===== config.mk =====
export PLATFORM = sky130hd
export DESIGN_NAME = mem_arbiter
export DESIGN_NICKNAME = d
export VERILOG_FILES = /design/src/rtl/mem_arbiter.sv
export SDC_FILE = /design/constraint.sdc
export NUM_CORES = 1
export LEC_CHECK = 0
export ABC_AREA = 1
export ABC_CLOCK_PERIOD_IN_PS = 1500
export BUFFER_PORTS_ARGS = -buffer_cell sky130_fd_sc_hd__buf_2
export CORE_AREA = 8 8 104 97
export DETAILED_ROUTE_END_ITERATION = 8
export DIE_AREA = 0 0 112 105
export PLACE_DENSITY = 0.83
export RECOVER_POWER = 25
export SETUP_SLACK_MARGIN = 0.2
export SLEW_MARGIN = 30
export SYNTH_ARGS = -nofsm -noshare
export SYNTH_HDL_FRONTEND = slang
export SYNTH_SLANG_ARGS = --single-unit

===== constraint.sdc =====
create_clock -name clk -period 1.5 [get_ports clk]
set_input_delay 0 -clock clk [delete_from_list [all_inputs] [get_ports clk]]
set_output_delay 0 -clock clk [all_outputs]
set_load 0.01 [all_outputs]

===== src/rtl/mem_arbiter.sv =====
// mem_arbiter: two-port round-robin arbiter for the shared 16-bit memory bus.
//
// Requester 0 (core fetch/load/store) and requester 1 (debug/DMA) share one
// downstream req/ack bus. At most one transaction is in flight. Downstream request
// fields are registered at grant and held until completion. A watchdog ends a
// transaction that is stalled for TIMEOUT cycles: it returns ERR_RDATA and sets a
// sticky error flag.
//
// Ports:
//   clk, rst                  clock, asynchronous active-high reset
//   m0_*/m1_*                 requester side: adr, req, write, sel, wdata in;
//                             rdata, ack out (ack is a 1-cycle completion pulse)
//   s_*                       downstream side: adr, req, write, sel, wdata out;
//                             rdata, ack in
//   gnt                       one-hot grant of the in-flight transaction, 0 when idle
//   err, err_clr              sticky timeout flag and its clear
module mem_arbiter #(
  parameter int unsigned TIMEOUT   = 1023,
  parameter logic [15:0] ERR_RDATA = 16'hDEAD
) (
  input  logic        clk,
  input  logic        rst,
  input  logic [17:0] m0_adr,
  input  logic        m0_req,
  input  logic        m0_write,
  input  logic [1:0]  m0_sel,
  input  logic [15:0] m0_wdata,
  output logic [15:0] m0_rdata,
  output logic        m0_ack,
  input  logic [17:0] m1_adr,
  input  logic        m1_req,
  input  logic        m1_write,
  input  logic [1:0]  m1_sel,
  input  logic [15:0] m1_wdata,
  output logic [15:0] m1_rdata,
  output logic        m1_ack,
  output logic [17:0] s_adr,
  output logic        s_req,
  output logic        s_write,
  output logic [1:0]  s_sel,
  output logic [15:0] s_wdata,
  input  logic [15:0] s_rdata,
  input  logic        s_ack,
  output logic [1:0]  gnt,
  output logic        err,
  input  logic        err_clr
);

  typedef enum logic [0:0] {StIdle, StBusy} state_e;

  localparam logic [15:0] CntLast = 16'(TIMEOUT - 1);

  state_e      state_q;
  logic        last_q;  // index of the most recent winner
  logic [15:0] cnt_q;   // cycles spent waiting for s_ack

  logic busy;
  logic timeout_hit;
  logic done;
  logic any_req;
  logic winner;

  assign busy        = (state_q == StBusy);
  // s_ack in the expiry cycle takes priority over the abort.
  assign timeout_hit = busy && !s_ack && (cnt_q == CntLast);
  assign done        = busy && (s_ack || timeout_hit);
  assign any_req     = m0_req | m1_req;
  // On a tie the requester that did not win last time goes next.
  assign winner      = (m0_req && m1_req) ? ~last_q : m1_req;

  assign m0_ack   = done & gnt[0];
  assign m1_ack   = done & gnt[1];
  assign m0_rdata = (gnt[0] && timeout_hit) ? ERR_RDATA : s_rdata;
  assign m1_rdata = (gnt[1] && timeout_hit) ? ERR_RDATA : s_rdata;

  always_ff @(posedge clk or posedge rst) begin
    if (rst) begin
      state_q <= StIdle;
      last_q  <= 1'b1;
      cnt_q   <= '0;
      s_adr   <= '0;
      s_req   <= 1'b0;
      s_write <= 1'b0;
      s_sel   <= 2'b11;
      s_wdata <= '0;
      gnt     <= 2'b00;
      err     <= 1'b0;
    end else begin
      if (err_clr) begin
        err <= 1'b0;
      end
      unique case (state_q)
        StIdle: begin
          if (any_req) begin
            state_q <= StBusy;
            last_q  <= winner;
            cnt_q   <= '0;
            s_req   <= 1'b1;
            if (winner) begin
              gnt     <= 2'b10;
              s_adr   <= m1_adr;
              s_write <= m1_write;
              s_sel   <= m1_sel;
              s_wdata <= m1_wdata;
            end else begin
              gnt     <= 2'b01;
              s_adr   <= m0_adr;
              s_write <= m0_write;
              s_sel   <= m0_sel;
              s_wdata <= m0_wdata;
            end
          end
        end
        StBusy: begin
          if (done) begin
            state_q <= StIdle;
            s_req   <= 1'b0;
            s_write <= 1'b0;
            gnt     <= 2'b00;
            // Placed after the clear so a same-cycle abort keeps the flag set.
            if (timeout_hit) begin
              err <= 1'b1;
            end
          end else begin
            cnt_q <= cnt_q + 16'd1;
          end
        end
        default: state_q <= StIdle;
      endcase
    end
  end

endmodule

==> flow_summary.yaml, run 1 <==
outcome:
  status: "complete, but fails checks"
  violations: "negative setup slack"
clock_network:
  cts-root-buf: "clkbuf_8"
  cts_made_buffers: 9
  cts_tree: "built"
  clock_latency_ns: 0.37
  htreeDepth: 3
  clockBufferDepth: 2
  path_clk_slew_ns: 0.07
  clock_sinks: 59
global_routing:
  grt_pass1_wl_mm: 26.16
  grt_max_degree: 39
  first_global_vias: 4999
  track_usage: 0.2797
  grt_overflow: 0
  antenna_found_initial: 3
run:
  drv_cap: 0
setup_path:
  crit_buf_inv: 4
  cp-end-kind: "output port"
  worst_path_max_delay_cell: "dfrtp_1"
  cp_max_fo: 8
  crit_chain: "inv_1 > nand2_1 > nor2_2 > nand3_2 > clkinv_4 > nand2_8 > nand2_2 > inv_1 > buf_2"
  slowest_delay_ns: 0.45
  worst-setup-path-type: "reg2out"
  start_kind: "flop"
  cp_top_family: "simple AND/OR/NAND/NOR gates"
  arrival_ns: 1.84
  crit_top_cell: "inv_1"
  cp_data_required_time_ns: 1.50
final_layout:
  area_growth_pct: 93.66
  utilization: 0.7670
  nFillCells: 448
  final_nets: 849
  drive_above_1_share: 0.4623
pwr:
  pwr-share-clk: 0.208
  p_per_area_nw_per_um2: 1246
  internal-power_mw: 4.641
  pwr-share-seq: 0.321
  combPwrFrac: 0.471
  peakVddDrop_mv: 0.8025
  swShare: 0.4169
  leakagePower_nw: 3.162
  switching_power_mw: 3.318
routing:
  final_antenna_net_count: 0
  drt_iter0_drc: 756
  vias_per_cell: 5.887
  dr.pass1.iters: 6
  wirelength_mm: 20.30
  routedWlPerCell_um: 23.60
  dr_total_vias: 5063
  drc: 0
sta:
  fin_skew_ns: 0.01532
  maxSlewViolCount: 0
  clock.fmax_mhz: 542.8
  setup_violations: 55
  final_hold_viol_count: 0
  max_slew_margin: 0.3498
  rsz0062_at_grt: "true"
  tightest_slew_ns: 0.9700
  whs_ns: 0.02695
  fin_crit_ns: 1.842
  fin_ws_ns: -0.3425
  period_share: 1.228
floorplan:
  core_area_um2: 8328
  die_x_um: 112
  die-area_um2: 11760
  rows: 32
  io_pins: 171
  start_util: 0.3960
  die_h_um: 105
synth:
  synth_xor_area_frac: 0
  synthCells: 465
  syn_nets: 563
  synth_area_um2: 3298
  yosysMostFrequentCell: "nand2_1"
  ys_warn_count: 0
  syn_avg_cell_area_um2: 7.093
  yosys.area_share.simple: 0.2974
  synth_mux_area_frac: 0.003035
  synthTopCellsByCount: "nand2_1 (136), o21ai_0 (74), nor2_1 (69)"
  synth_top_family_by_area: "simple AND/OR/NAND/NOR gates"
  synth_top_cell_area_share: 0.4249
  synth_edf_count: 0
  synth_area_leaders: "dfrtp_1 (42%), nand2_1 (15%), o21ai_0 (11%)"
  ys.flop_type: "dfrtp_1"
  ys_types: 30
  yosys.area.top_type: "dfrtp_1"
  synth_compound_area_frac: 0.1510
  ys_seq_area_frac: 0.4488
  ys_ff_latch: 59
  async_flop_share: 1.000
  synth_fa_ha_area_frac: 0.007587
place:
  gp_congestion: 0.8935
  dp_hpwl_mm: 8.129
  pre_cts_ws_ns: -0.04913
  port_buffers: 170
min_path:
  holdCritPathClass: "in2reg"
per-stage QoR:
stage                     power, mW   TNS, ns  area, µm²  std cells
final                         7.959    -13.26       6387        860
after global routing          8.211    -18.30       6387        860
after CTS                     7.151    -6.109       6081        854
after detailed placement      4.591  -0.05875       4317        730
after global placement        4.501         0       4317        730
after floorplan               3.556         0       3307        465
placed cells by master (no fill, tap or decap), drive strengths merged, types with 3 or more instances in the layout:
cell type / netlist / routed
clkinv: 1 / 3
nand2: 141 / 144
dfstp: 3 / 3
a21oi: 9 / 9
buf: 12 / 206
o21ai: 84 / 84
nand3: 20 / 20
dfrtp: 56 / 56
diode: 0 / 3
nor2: 71 / 71
inv: 49 / 48
clkbuf: 8 / 24
dlygate4sd3: 0 / 74
repair_timing:
item,CTS,global route
pin swaps,51,25
hold buffers,74,0
setup endpoints to repair,90,91
resized for setup,178,69
endpoints found under the hold margin,58,0
buffers inserted,22,1
gates cloned,13,2
flip-flops by register name, summed over array words and instances (netlist names):
signal   flops
s_sel        2
err          1
s_adr       18
gnt          2
s_req        1
s_wdata     16
s_write      1
cnt_q       16
last_q       1
busy         1
cells by family (layout without fill, tap and decap cells):
kind of cell    Yosys count  count (layout)
simple gates            238             241
other cells               0               3
flops                    59              59
compound gates           95              95
buf+inv                  70             357
mux                       1               1
fa+ha+maj                 2               2
power by group through the flow:
stage	clock network, mW	logic (mW)	registers, mW
after global placement	0	2.08	2.42
after global routing	1.69	3.93	2.59
after floorplan	0	0.930	2.63
after detailed placement	0	2.15	2.44
after CTS	1.57	3.12	2.46
final	1.65	3.75	2.55
tightest hold or removal path, delay by kind of cell:
| kind | cells | cell delay, ns |
|---|---|---|
| simple gates | 3 | 0.19 |
| buf+inv | 1 | 0.09 |
| compound gates | 1 | 0.07 |
layout make-up:
| cell class | instances | area [µm²] | share of cell area |
|---|---|---|---|
| antenna | 3 | 7.507 | 0.001175 |
| clock inverter | 1 | 30.03 | 0.004701 |
| inverter | 50 | 215.2 | 0.03369 |
| timing repair inverter | 2 | 22.52 | 0.003526 |
| timing repair buffer | 290 | 2282 | 0.3573 |
| multi-input combinational | 339 | 2034 | 0.3185 |
| clock buffer | 14 | 182.7 | 0.02860 |
| sequential | 59 | 1485 | 0.2325 |
| tap | 102 | 127.6 | 0.01998 |
final timing paths:
kind | start | endpoint | slack, ns | depth (start not counted)
worst max-delay path | cnt_q[10] | m0_rdata[1] | -0.34 | 9
worst min-delay path | m1_write | s_write | 0.03 | 5
worst max register to register | cnt_q[1] | cnt_q[10] | -0.31 | 10
worst min register to register | s_req | s_req | 0.48 | 2
max in group asynchronous | rst | s_sel[1] | 0.11 | 4
min in group asynchronous | rst | s_adr[3] | 0.35 | 3
routing by layer:
metal,global-route usage,part of all wire,vias to the layer above,wire length (µm)
li1,-,-,2047,-
met3,0.09896,0.13,188,2640
met4,0.1867,0.098,0,1985
met1,0.2955,0.31,2300,6361
met2,0.4665,0.46,528,9309
met5,0,0,-,0
(Power assumes the default switching activity.)
==> inputs of run 2 (changes only) <==
--- a/config.mk
+++ b/config.mk
@@ -6,12 +6,12 @@
 export NUM_CORES = 1
 export LEC_CHECK = 0
 export ABC_AREA = 1
-export ABC_CLOCK_PERIOD_IN_PS = 1500
+export ABC_CLOCK_PERIOD_IN_PS = 2360
 export BUFFER_PORTS_ARGS = -buffer_cell sky130_fd_sc_hd__buf_2
-export CORE_AREA = 8 8 104 97
+export CORE_AREA = 8 8 96 89
 export DETAILED_ROUTE_END_ITERATION = 8
-export DIE_AREA = 0 0 112 105
-export PLACE_DENSITY = 0.83
+export DIE_AREA = 0 0 104 97
+export PLACE_DENSITY = 0.92
 export RECOVER_POWER = 25
 export SETUP_SLACK_MARGIN = 0.2
 export SLEW_MARGIN = 30
==> constraint.sdc (replaced) <==
create_clock -name clk -period 2.36 [get_ports clk]
set_input_delay 0 -clock clk [delete_from_list [all_inputs] [get_ports clk]]
set_output_delay 0 -clock clk [all_outputs]
set_load 0.01 [all_outputs]
==> flow_summary.yaml, run 2 (synthesis results as in run 1) <==
global_routing:
  track_usage: 0.2859
  grt_max_degree: 39
  use_met1: 0.3124
  first_global_vias: 4564
  top_usage_layer: "met2"
  use_met3: 0.1293
  grt_pass1_wl_mm: 23.56
  antenna_found_initial: 0
  gr-usage-met2: 0.4561
  grt_overflow: 0
sta:
  tightest_slew_ns: 1.613
  clock.fmax_mhz: 470.0
  rsz0062_at_grt: "false"
  fin_skew_ns: 0.02004
  whs_ns: 0.01707
  maxSlewViolCount: 29
  tns_ns: 0
  period_share: 0.9016
  max_slew_margin: -0.07543
  final_hold_viol_count: 0
  fin_crit_ns: 2.128
  fin_ws_ns: 0.2322
  setup_violations: 0
setup_path:
  reg2reg_to: "s_adr[12]"
  cp_max_fo: 19
  path_depth: 7
  crit_path_start: "last_q"
  slowest_delay_ns: 0.57
  start_kind: "flop"
  cp_data_required_time_ns: 2.59
  cp-end-kind: "flop"
  crit_top_cell: "o21ai_0"
  crit_chain: "nand2_1 > nand2_2 > clkinvlp_4 > buf_12 > o21ai_0 > o21ai_0 > dlygate4sd3_1"
  cp_top_family: "buffers and inverters"
  worst-setup-path-type: "reg2reg"
  reg2regPathDepth: 7
  regToRegSetupSlack_ns: 0.23
  arrival_ns: 2.35
  crit_end: "s_adr[12]"
  worst_path_max_delay_cell: "dlygate4sd3_1"
  crit_buf_inv: 3
  reg2reg_from: "last_q"
pwr:
  peakVddDrop_mv: 0.5730
  leakagePower_nw: 2.743
  p_per_area_nw_per_um2: 851.7
routing:
  routedWlPerCell_um: 18.77
  dr_total_vias: 4463
  dr.pass1.iters: 7
  vias_per_cell: 5.607
  drt_iter0_drc: 679
  wirelength_mm: 14.94
  final_antenna_net_count: 0
  drc: 0
clock_network:
  htreeDepth: 3
  path_clk_slew_ns: 0.09
  clock_sinks: 59
  cts_made_buffers: 9
  cts_tree: "built"
  cts-root-buf: "clkbuf_8"
  clock_latency_ns: 0.35
  clockBufferDepth: 2
run:
  drv_cap: 1
place:
  pre_cts_ws_ns: 0.7053
  dp_hpwl_mm: 8.077
  postPlaceCellArea_um2: 4187
  port_buffers: 170
  gp_congestion: 0.8760
final_layout:
  stdcell_area_um2: 5060
  area_growth_pct: 53.41
  final_common_cell: "buf_2"
  final_nets: 796
  layout_common_cells: "buf_2 (170), nand2_1 (135), o21ai_0 (74), nor2_1 (69), dlygate4sd3_1 (63)"
  regMostFlops: "s_adr"
  largest_register_ffs: 18
  antennaDiodeCount: 0
  top_regs: "s_adr x18, cnt_q x16, s_wdata x16"
  drive_above_1_share: 0.3087
floorplan:
  io_pins: 171
  start_util: 0.4784
  rows: 29
  die_h_um: 97
  core_area_um2: 6894
  die-area_um2: 10090
  die_x_um: 104
outcome:
  status: "complete, but fails checks"
  violations: "max-capacitance violations, max-slew violations"
min_path:
  holdCritPathClass: "in2reg"
[run 2: layout make-up]
| cell class | count | area, µm² |
|---|---|---|
| fillers | 445 | 1834 |
| repair buffers | 241 | 1554 |
| multi-input cells | 336 | 1516 |
| flip-flops and latches | 59 | 1481 |
| inverters | 50 | 191.4 |
| clock buffers | 10 | 127.6 |
| well taps | 93 | 116.4 |
| clock inverters | 6 | 65.06 |
| repair inverters | 1 | 7.507 |
[run 2: worst register-to-register path, stage by stage, from the launching register on]
cell and delay (ns):
dfstp_2 0.56, nand2_1 0.07, nand2_2 0.16, clkinvlp_4 0.14
buf_12 0.16, o21ai_0 0.21, o21ai_0 0.14, dlygate4sd3_1 0.57
[run 2: where the power goes]
part | switching (mW) | internal [mW]
registers | 0.278 | 1.34
clock network | 0.464 | 0.491
logic | 0.976 | 0.764
[run 2: repair_timing]
action / in CTS / in global routing
gates resized for setup: 0 / 5
hold buffers: 63 / 0
setup buffers: 0 / 3
hold endpoints to repair: 92 / 0
endpoints found under the setup margin: 0 / 37
[run 2: worst min-delay path by stage]
stage | startpoint | end | slack, ns | depth (start not counted)
5_1_grt | m0_adr[17] | s_adr[17] | 0.01 | 3
3_3_place_gp | rst | s_wdata[1] | -0.14 | 2
3_5_place_dp | rst | s_wdata[1] | -0.14 | 2
2_1_floorplan | s_rdata[13] | m0_rdata[13] | 0.1 | 2
4_1_cts | m0_wdata[0] | s_wdata[0] | 0.002 | 3
6_report | m0_adr[17] | s_adr[17] | 0.02 | 3
[run 2: stage by stage]
step           cells  utilization  total power [mW]
3_5_place_dp     713       0.6073             2.832
5_1_grt          796       0.7339             4.505
6_report         796       0.7339             4.309
4_1_cts          792       0.7267             4.047
2_1_floorplan    465            -             2.258
3_3_place_gp     713       0.6073             2.783
[run 2: per-layer routing]
metal / up-vias / share of wire
li1: 1928 / -
met1: 1952 / 0.33
met2: 482 / 0.45
met3: 101 / 0.16
met4: 0 / 0.059
met5: - / 0
